### config.mk
export PLATFORM = sky130hd
export DESIGN_NAME = gate_array
export DESIGN_NICKNAME = d
export VERILOG_FILES = /design/src/rtl/gate_pkg.sv /design/src/rtl/gate_skid_buf.sv /design/src/rtl/gate_array.sv
export SDC_FILE = /design/constraint.sdc
export NUM_CORES = 1
export LEC_CHECK = 0
export ABC_AREA = 1
export CORE_ASPECT_RATIO = 0.6
export CORE_UTILIZATION = 57
export CTS_BUF_LIST = sky130_fd_sc_hd__clkbuf_8 sky130_fd_sc_hd__clkbuf_16
export DETAILED_ROUTE_END_ITERATION = 16
export HOLD_SLACK_MARGIN = 0.1
export PLACE_DENSITY = 0.95
export REMOVE_ABC_BUFFERS = 1
export SETUP_SLACK_MARGIN = 0.02
export SLEW_MARGIN = 30
export SYNTH_ARGS = -nofsm -noshare
export SYNTH_HDL_FRONTEND = slang
export SYNTH_HIERARCHICAL = 1
export SYNTH_SLANG_ARGS = --single-unit
### constraint.sdc
create_clock -name clk -period 2.1 [get_ports clk]
set_input_delay 0.21 -clock clk [delete_from_list [all_inputs] [get_ports clk]]
set_output_delay 0.21 -clock clk [all_outputs]
set_load 0.03 [all_outputs]
### src/rtl/gate_pkg.sv
// Shared op/state encodings and the lane-wise evaluator for gate_array.
// Optional reduction flags are enabled with GATE_ARRAY_REDUCE_EN.
package gate_pkg;

  // Widest operand gate_eval handles; narrower callers zero-extend and slice.
  localparam int unsigned GateMaxW = 256;

  typedef enum logic [2:0] {
    OpNor   = 3'b000,
    OpNand  = 3'b001,
    OpAnd   = 3'b010,
    OpOr    = 3'b011,
    OpXor   = 3'b100,
    OpXnor  = 3'b101,
    OpNotA  = 3'b110,
    OpPassA = 3'b111
  } gate_op_e;

  typedef enum logic [1:0] {
    StEmpty = 2'b00,
    StOne   = 2'b01,
    StFull  = 2'b10
  } gate_state_e;

  function automatic logic [GateMaxW-1:0] gate_eval(input gate_op_e            op,
                                                    input logic [GateMaxW-1:0] a,
                                                    input logic [GateMaxW-1:0] b);
    logic [GateMaxW-1:0] y;
    case (op)
      OpNor:   y = ~(a | b);
      OpNand:  y = ~(a & b);
      OpAnd:   y = a & b;
      OpOr:    y = a | b;
      OpXor:   y = a ^ b;
      OpXnor:  y = ~(a ^ b);
      OpNotA:  y = ~a;
      OpPassA: y = a;
      default: y = '0;
    endcase
    return y;
  endfunction

endpackage

### src/rtl/gate_skid_buf.sv
// Two-entry (main + skid) valid/ready buffer with registered in_ready and outputs.
// Payload width is set by the parent (wider when GATE_ARRAY_REDUCE_EN is defined).
module gate_skid_buf
  import gate_pkg::*;
#(
  parameter int unsigned Width = 8
) (
  input  logic             clk,
  input  logic             rst,
  input  logic             in_valid,
  output logic             in_ready,
  input  logic [Width-1:0] in_data,
  output logic             out_valid,
  input  logic             out_ready,
  output logic [Width-1:0] out_data
);

  gate_state_e      state_q;
  logic [Width-1:0] main_q;
  logic [Width-1:0] skid_q;
  logic             in_fire;
  logic             out_fire;

  assign in_fire  = in_valid & in_ready;
  assign out_fire = out_valid & out_ready;
  assign out_data = main_q;

  always_ff @(posedge clk) begin
    if (rst) begin
      state_q   <= StEmpty;
      main_q    <= '0;
      skid_q    <= '0;
      in_ready  <= 1'b0;
      out_valid <= 1'b0;
    end else begin
      case (state_q)
        StEmpty: begin
          in_ready <= 1'b1;
          if (in_fire) begin
            main_q    <= in_data;
            out_valid <= 1'b1;
            state_q   <= StOne;
          end
        end
        StOne: begin
          if (in_fire && out_fire) begin
            // Head leaves while the new result takes its place.
            main_q <= in_data;
          end else if (in_fire) begin
            skid_q   <= in_data;
            in_ready <= 1'b0;
            state_q  <= StFull;
          end else if (out_fire) begin
            out_valid <= 1'b0;
            state_q   <= StEmpty;
          end
        end
        StFull: begin
          if (out_fire) begin
            main_q   <= skid_q;
            in_ready <= 1'b1;
            state_q  <= StOne;
          end
        end
        default: begin
          out_valid <= 1'b0;
          in_ready  <= 1'b1;
          state_q   <= StEmpty;
        end
      endcase
    end
  end

endmodule

### src/rtl/gate_array.sv
// Registered W-bit bitwise logic unit: eight selectable ops feeding a skid buffer.
// Define GATE_ARRAY_REDUCE_EN to add per-entry out_any/out_all reduction flags.
module gate_array
  import gate_pkg::*;
#(
  parameter int unsigned W = 8  // 1 .. GateMaxW
) (
  input  logic         clk,
  input  logic         rst,
  input  logic         in_valid,
  output logic         in_ready,
  input  logic [2:0]   in_op,
  input  logic [W-1:0] in_a,
  input  logic [W-1:0] in_b,
  output logic         out_valid,
  input  logic         out_ready,
  output logic [W-1:0] out_y
`ifdef GATE_ARRAY_REDUCE_EN
  ,
  output logic         out_any,
  output logic         out_all
`endif
);

`ifdef GATE_ARRAY_REDUCE_EN
  localparam int unsigned RedW = 2;
`else
  localparam int unsigned RedW = 0;
`endif
  localparam int unsigned PayW = W + RedW;

  logic [GateMaxW-1:0] y_full;
  logic [W-1:0]        y;
  logic [PayW-1:0]     pay_in;
  logic [PayW-1:0]     pay_out;
  logic                unused_y_full;

  assign y_full        = gate_eval(gate_op_e'(in_op), GateMaxW'(in_a), GateMaxW'(in_b));
  assign y             = y_full[W-1:0];
  assign unused_y_full = ^y_full;

`ifdef GATE_ARRAY_REDUCE_EN
  // Flags are frozen with the entry so they always match the presented out_y.
  assign pay_in  = {|y, &y, y};
  assign out_any = pay_out[W+1];
  assign out_all = pay_out[W];
`else
  assign pay_in  = y;
`endif
  assign out_y = pay_out[W-1:0];

  gate_skid_buf #(
    .Width(PayW)
  ) u_skid_buf (
    .clk      (clk),
    .rst      (rst),
    .in_valid (in_valid),
    .in_ready (in_ready),
    .in_data  (pay_in),
    .out_valid(out_valid),
    .out_ready(out_ready),
    .out_data (pay_out)
  );

endmodule
Yosys cells after proc, flatten, opt, wreduce, memory -nomap -nowiden

Index checks and enable logic that the tools add are counted.

Flip-flop bits (word level): 20
Output and inout bits: 10

Eq/ne operators: 17
Muxes and demuxes: 20
Bitwise operators: 11
Reductions and logical operators: 9

Operators with widths:

| operator                                                              | count |
|---|---|
| 8-bit case mux with 8 select lines                                    | 1 |
| 8-bit NOT                                                             | 4 |
| 8-bit two-way mux                                                     | 3 |
| 8-bit case mux with 3 select lines                                    | 1 |
| 3-bit equality test, second input constant                            | 4 |
| 2-bit two-way mux                                                     | 5 |
| 2-bit by 1-bit != test with 1-bit output, second input constant       | 5 |
| 8-bit AND                                                             | 1 |
| 8-bit OR                                                              | 1 |
| 4-bit AND reduction                                                   | 2 |
| 8-bit bitwise XOR                                                     | 1 |
| 1-bit two-way mux                                                     | 7 |
| 3-bit by 2-bit equality test with 1-bit output, second input constant | 2 |
| 2-bit case mux with 3 select lines                                    | 1 |
| 3-bit AND reduction                                                   | 2 |
| 5-bit AND reduction                                                   | 1 |
| 2-bit != test, second input constant                                  | 2 |
| 3-bit by 1-bit equality test with 1-bit output, second input constant | 1 |
| 3-bit zero test                                                       | 1 |
| 3-bit by 1-bit != test with 1-bit output, second input constant       | 1 |
| 1-bit case mux with 3 select lines                                    | 1 |
| 3-bit nonzero test                                                    | 1 |
| 1-bit AND                                                             | 2 |
| 2-bit by 1-bit equality test with 1-bit output, second input constant | 1 |
| other kinds (5)                                                       | 6 |

Depth between registers and ports, before layout

Depth after elaboration: 5
Gate-level depth with buffers: 11
Depth with buffers taken out: 11

Hierarchy

Netlist, hierarchy kept.

By module, submodules not included:

| module        | instances | cells each | area an instance (µm²) |
|---|---|---|---|
| gate_array    | 1         | 167        | 910.9 |
| gate_skid_buf | 1         | 125        | 884.6 |

Worst setup path after synthesis

Ideal clock, no wire load.

Kind: input to register
From: in in_op[0]
To: reg u_skid_buf.main_q[2], in the netlist u_skid_buf/out_data[2]
Library setup time: 0.116 ns
Arrival time: 1.206 ns
Required time: 1.984 ns
Slack: 0.779 ns
Stages on the path: 11
Cells stage by stage: buf_4 inv_1 buf_4 nand4_1 nand2_1 nor2_1 nand3_1 nand2_1 o21ai_0 o21ai_0 nor2_1

Longest elaborated chain between the ends: 4
Elaborated cells between the ends (all ways): 12
Those cells by class: eq/ne (7); mux (4); reduce/logical (1)

RTL lines:

| what                                              | line                                     | RTL |
|---|---|---|
| from (decl)                                       | gate_array.sv:12                         | `input logic [2:0] in_op,` |
| 3-bit equality test, or another cell as far along | gate_pkg.sv:29                           | `case (op)` |
| 8-bit case mux with 8 select lines *              | gate_pkg.sv:29                           |  |
| net y_full[2]                                     | gate_array.sv:32                         | `logic [GateMaxW-1:0] y_full;` |
| 8-bit two-way mux, on equally long branches       | gate_skid_buf.sv:46, gate_skid_buf.sv:39 |  |
| 8-bit case mux with 3 select lines *              | gate_skid_buf.sv:36                      | `case (state_q)` |
| to (signal assigned)                              | gate_skid_buf.sv:40                      | `main_q <= in_data;` |
| to (signal assigned)                              | gate_skid_buf.sv:48                      | `main_q <= in_data;` |
| to (signal assigned)                              | gate_skid_buf.sv:60                      | `main_q <= skid_q;` |
| to (decl)                                         | gate_skid_buf.sv:19                      | `logic [Width-1:0] main_q;` |

Mark *: on every way through the listed nets, which the timed path passes. The rest lies on a longest branch. The select of a mux whose other input is x is not followed.
A chain may end at the register's enable or synchronous reset.

Final worst setup path

From: in in_op[1]
To: reg u_skid_buf.main_q[2], in the netlist u_skid_buf/out_data[2]

Same word-level chain as after synthesis.

==> impl_metrics.ini <==
[worst_setup_path]
crit_slowest_cell = clkdlybuf4s50_1
crit_chain = clkdlybuf4s50_1 -> buf_4 -> nor3_2 -> nand2_1 -> nand3_1 -> nand2_1 -> o21ai_0 -> o21ai_0 -> nor2_1
start_kind = input pin
crit_type = input pin to register
critPathMaxStageDelay_ns = 0.50
crit_family = simple AND/OR/NAND/NOR gates
path_max_fanout = 8
rrSetupSlack_ns = 0.62
critPathRequiredTime_ns = 2.29
path_buf_inv = 2
crit_path_end_kind = register
arrival_ns = 2.04

[power]
p_per_area_mw_per_mm2 = 548
comb_power_share = 0.342
p_switching_uw = 401
power_mw = 1.24
swShare = 0.324
seqPwrFrac = 0.346
p_int_uw = 837
vdd_drop_max_mv = 0.503
p_leak_nw = 1.11
clkPwrFrac = 0.312

[logic_synthesis]
synth.top_cells.by_count = nand2_1, inv_1, nor2_1, o21ai_0, nand4_1
synthArstFlopShare = 0
synth_area_sq_mm = 0.00180
synth.most_common_cell = nand2_1
ys_ff_latch = 20
synth_cells = 292
ys_types = 22
synth_edf_count = 0
yosys_most_used_dff = dfxtp_1
yosysTopAreaCell = dfxtp_1
syn_avg_cell_area_sq_um = 6.15
yosys_warnings = 6
synth_sequential_area_ratio = 0.223
synth.top_cell.area_share = 0.223
synthTopCellsByArea = dfxtp_1, ha_1, nand2_1

[routing]
viasPerCell = 5.47
top_layer_used = met4
vias = 2025
wl_per_cell_um = 12.4
drc_errors = 0
dr_wl_met2_um = 2130
ant_nets = 0
wl_um = 4580
m1WireLength_um = 2020
drtPass1Iterations = 5
drt_iter0_markers = 166
wl_met3_um = 331

[global_route]
antenna_found_initial = 0
grt_pass1_wl_um = 7570
first_global_vias = 1754
grt_util_all_layers = 0.291
grt_max_degree = 19
overflow = 0

[sta]
fin_tns_setup_ns = 0
period_share = 0.880
setup_violations = 0
drv_slew = 0
hold_violations = 0
fin_crit_ns = 1.85
fmax_mhz = 541
tightest_slew_ns = 0.588
relSlewSlack = 0.606
skew_ns = 0.00129
rsz0062_at_grt = no

[layout]
regArea_sq_um = 400
fin_nets = 368
n_antenna_cell = 0
area_delta_synth_final_pct = 25.9
num-fill-cells = 225
multiInputGateArea_sq_mm = 0.00114
drive_gt1_frac = 0.0854

[clocking]
numCtsBuffers = 3
ctsResizeCount = 0
cts_setup_buffers = 0
cts_hold_buf = 0
clk_pin_slew_ns = 0.08
clk_path_buf_depth = 2
insertion_delay_ns = 0.26
cts_max_level = 1
cts_root_buf = clkbuf_8
cts.sinks = 20
cts_tree = done

[place]
io_buffers = 32
gp_congestion = 0.854
hpwl_um = 3440

[worst_hold_path]
hold_path_class = register to register

[die]
core_region_area_sq_mm = 0.00293
die_h_um = 45.5
start_util = 0.613
io_pins = 33
die_area_sq_mm = 0.00339
die_x_um = 74.5
rows = 15

[job]
max-cap-violations = 0

[outcome]
status = finished, final reports clean
-- through the flow --
| stage | hold slack, ns | setup slack (ns) | cells | instance area [sq um] | util |
|---|---|---|---|---|---|
| 2_1_floorplan | 0.279 | 0.798 | 281 | 1720 | - |
| 3_3_place_gp | 0.435 | 0.155 | 366 | 2190 | 0.748 |
| 3_5_place_dp | 0.444 | 0.0751 | 366 | 2190 | 0.748 |
| 4_1_cts | 0.457 | 0.307 | 370 | 2260 | 0.772 |
| 5_1_grt | 0.476 | 0.0759 | 370 | 2260 | 0.772 |
| 6_report | 0.456 | 0.252 | 370 | 2260 | 0.772 |
-- routing by layer --
layer / global-route usage / vias up
li1: - / 1024
met1: 0.363 / 894
met2: 0.517 / 93
met3: 0.0553 / 14
met4: 0.0868 / 0
met5: 0 / -
-- worst paths after layout --
| kind | cells past startpoint | from | endpoint |
|---|---|---|---|
| max | 9 | in_op[1] | u_skid_buf/out_data[2] |
| min | 2 | u_skid_buf/skid_q[6] | u_skid_buf/skid_q[6] |
| max reg2reg | 7 | u_skid_buf/state_q[0] | u_skid_buf/out_data[2] |
| min reg2reg | 2 | u_skid_buf/skid_q[6] | u_skid_buf/skid_q[6] |
-- logic make-up after synthesis --
kind of cell / count (synthesis) / synth area share
AO/OA/AOI/OAI: 46 / 0.134
flip-flops: 20 / 0.223
AND/OR/NAND/NOR: 151 / 0.390
adder cells (fa/ha/maj): 16 / 0.111
buffers and inverters: 59 / 0.141
-- cell usage in the layout, fill, tap and decap left out --
| cell type | instances |
|---|---|
| clkinv_1 | 1 |
| clkdlybuf4s50_1 | 32 |
| nand2_1 | 53 |
| o21ai_0 | 33 |
| nor2_2 | 2 |
| buf_4 | 10 |
| ha_1 | 16 |
| dfxtp_1 | 20 |
| inv_1 | 45 |
| nand2_4 | 2 |
| a21oi_1 | 10 |
| nand4_1 | 24 |
| nor3_2 | 1 |
| bufinv_16 | 1 |
| nor2_1 | 45 |
| clkbuf_8 | 3 |
| nand3_1 | 21 |
| nand3_2 | 2 |
| inv_2 | 2 |
| buf_12 | 1 |
| a21oi_2 | 1 |
| nor2_4 | 1 |
| o21ai_2 | 2 |
-- registers in the layout, summed over array words and instances (netlist names) --
register,flops
u_skid_buf/in_ready,1
u_skid_buf/out_data,8
u_skid_buf/out_valid,1
u_skid_buf/skid_q,8
u_skid_buf/state_q,2
-- tightest hold or removal path, cell delays in order (launching register included) --
cell	delay, ns
dfxtp_1	0.30
inv_1	0.06
a21oi_1	0.05
-- area by class of cell --
| cell class | instances | share of cell area |
|---|---|---|
| multi-input cells | 213 | 0.505 |
| repair buffers | 43 | 0.184 |
| inverters | 48 | 0.0797 |
| clock buffers | 3 | 0.0183 |
| well taps | 42 | 0.0232 |
| flip-flops and latches | 20 | 0.177 |
| clock inverters | 1 | 0.0133 |
-- power groups by stage --
stage	Combinational (mW)	Sequential (mW)	Clock (mW)
5_1_grt	0.470	0.432	0.403
4_1_cts	0.420	0.428	0.391
3_3_place_gp	0.401	0.435	0
2_1_floorplan	0.194	0.477	0
6_report	0.424	0.428	0.387
3_5_place_dp	0.415	0.436	0
(Power assumes the default switching activity.)
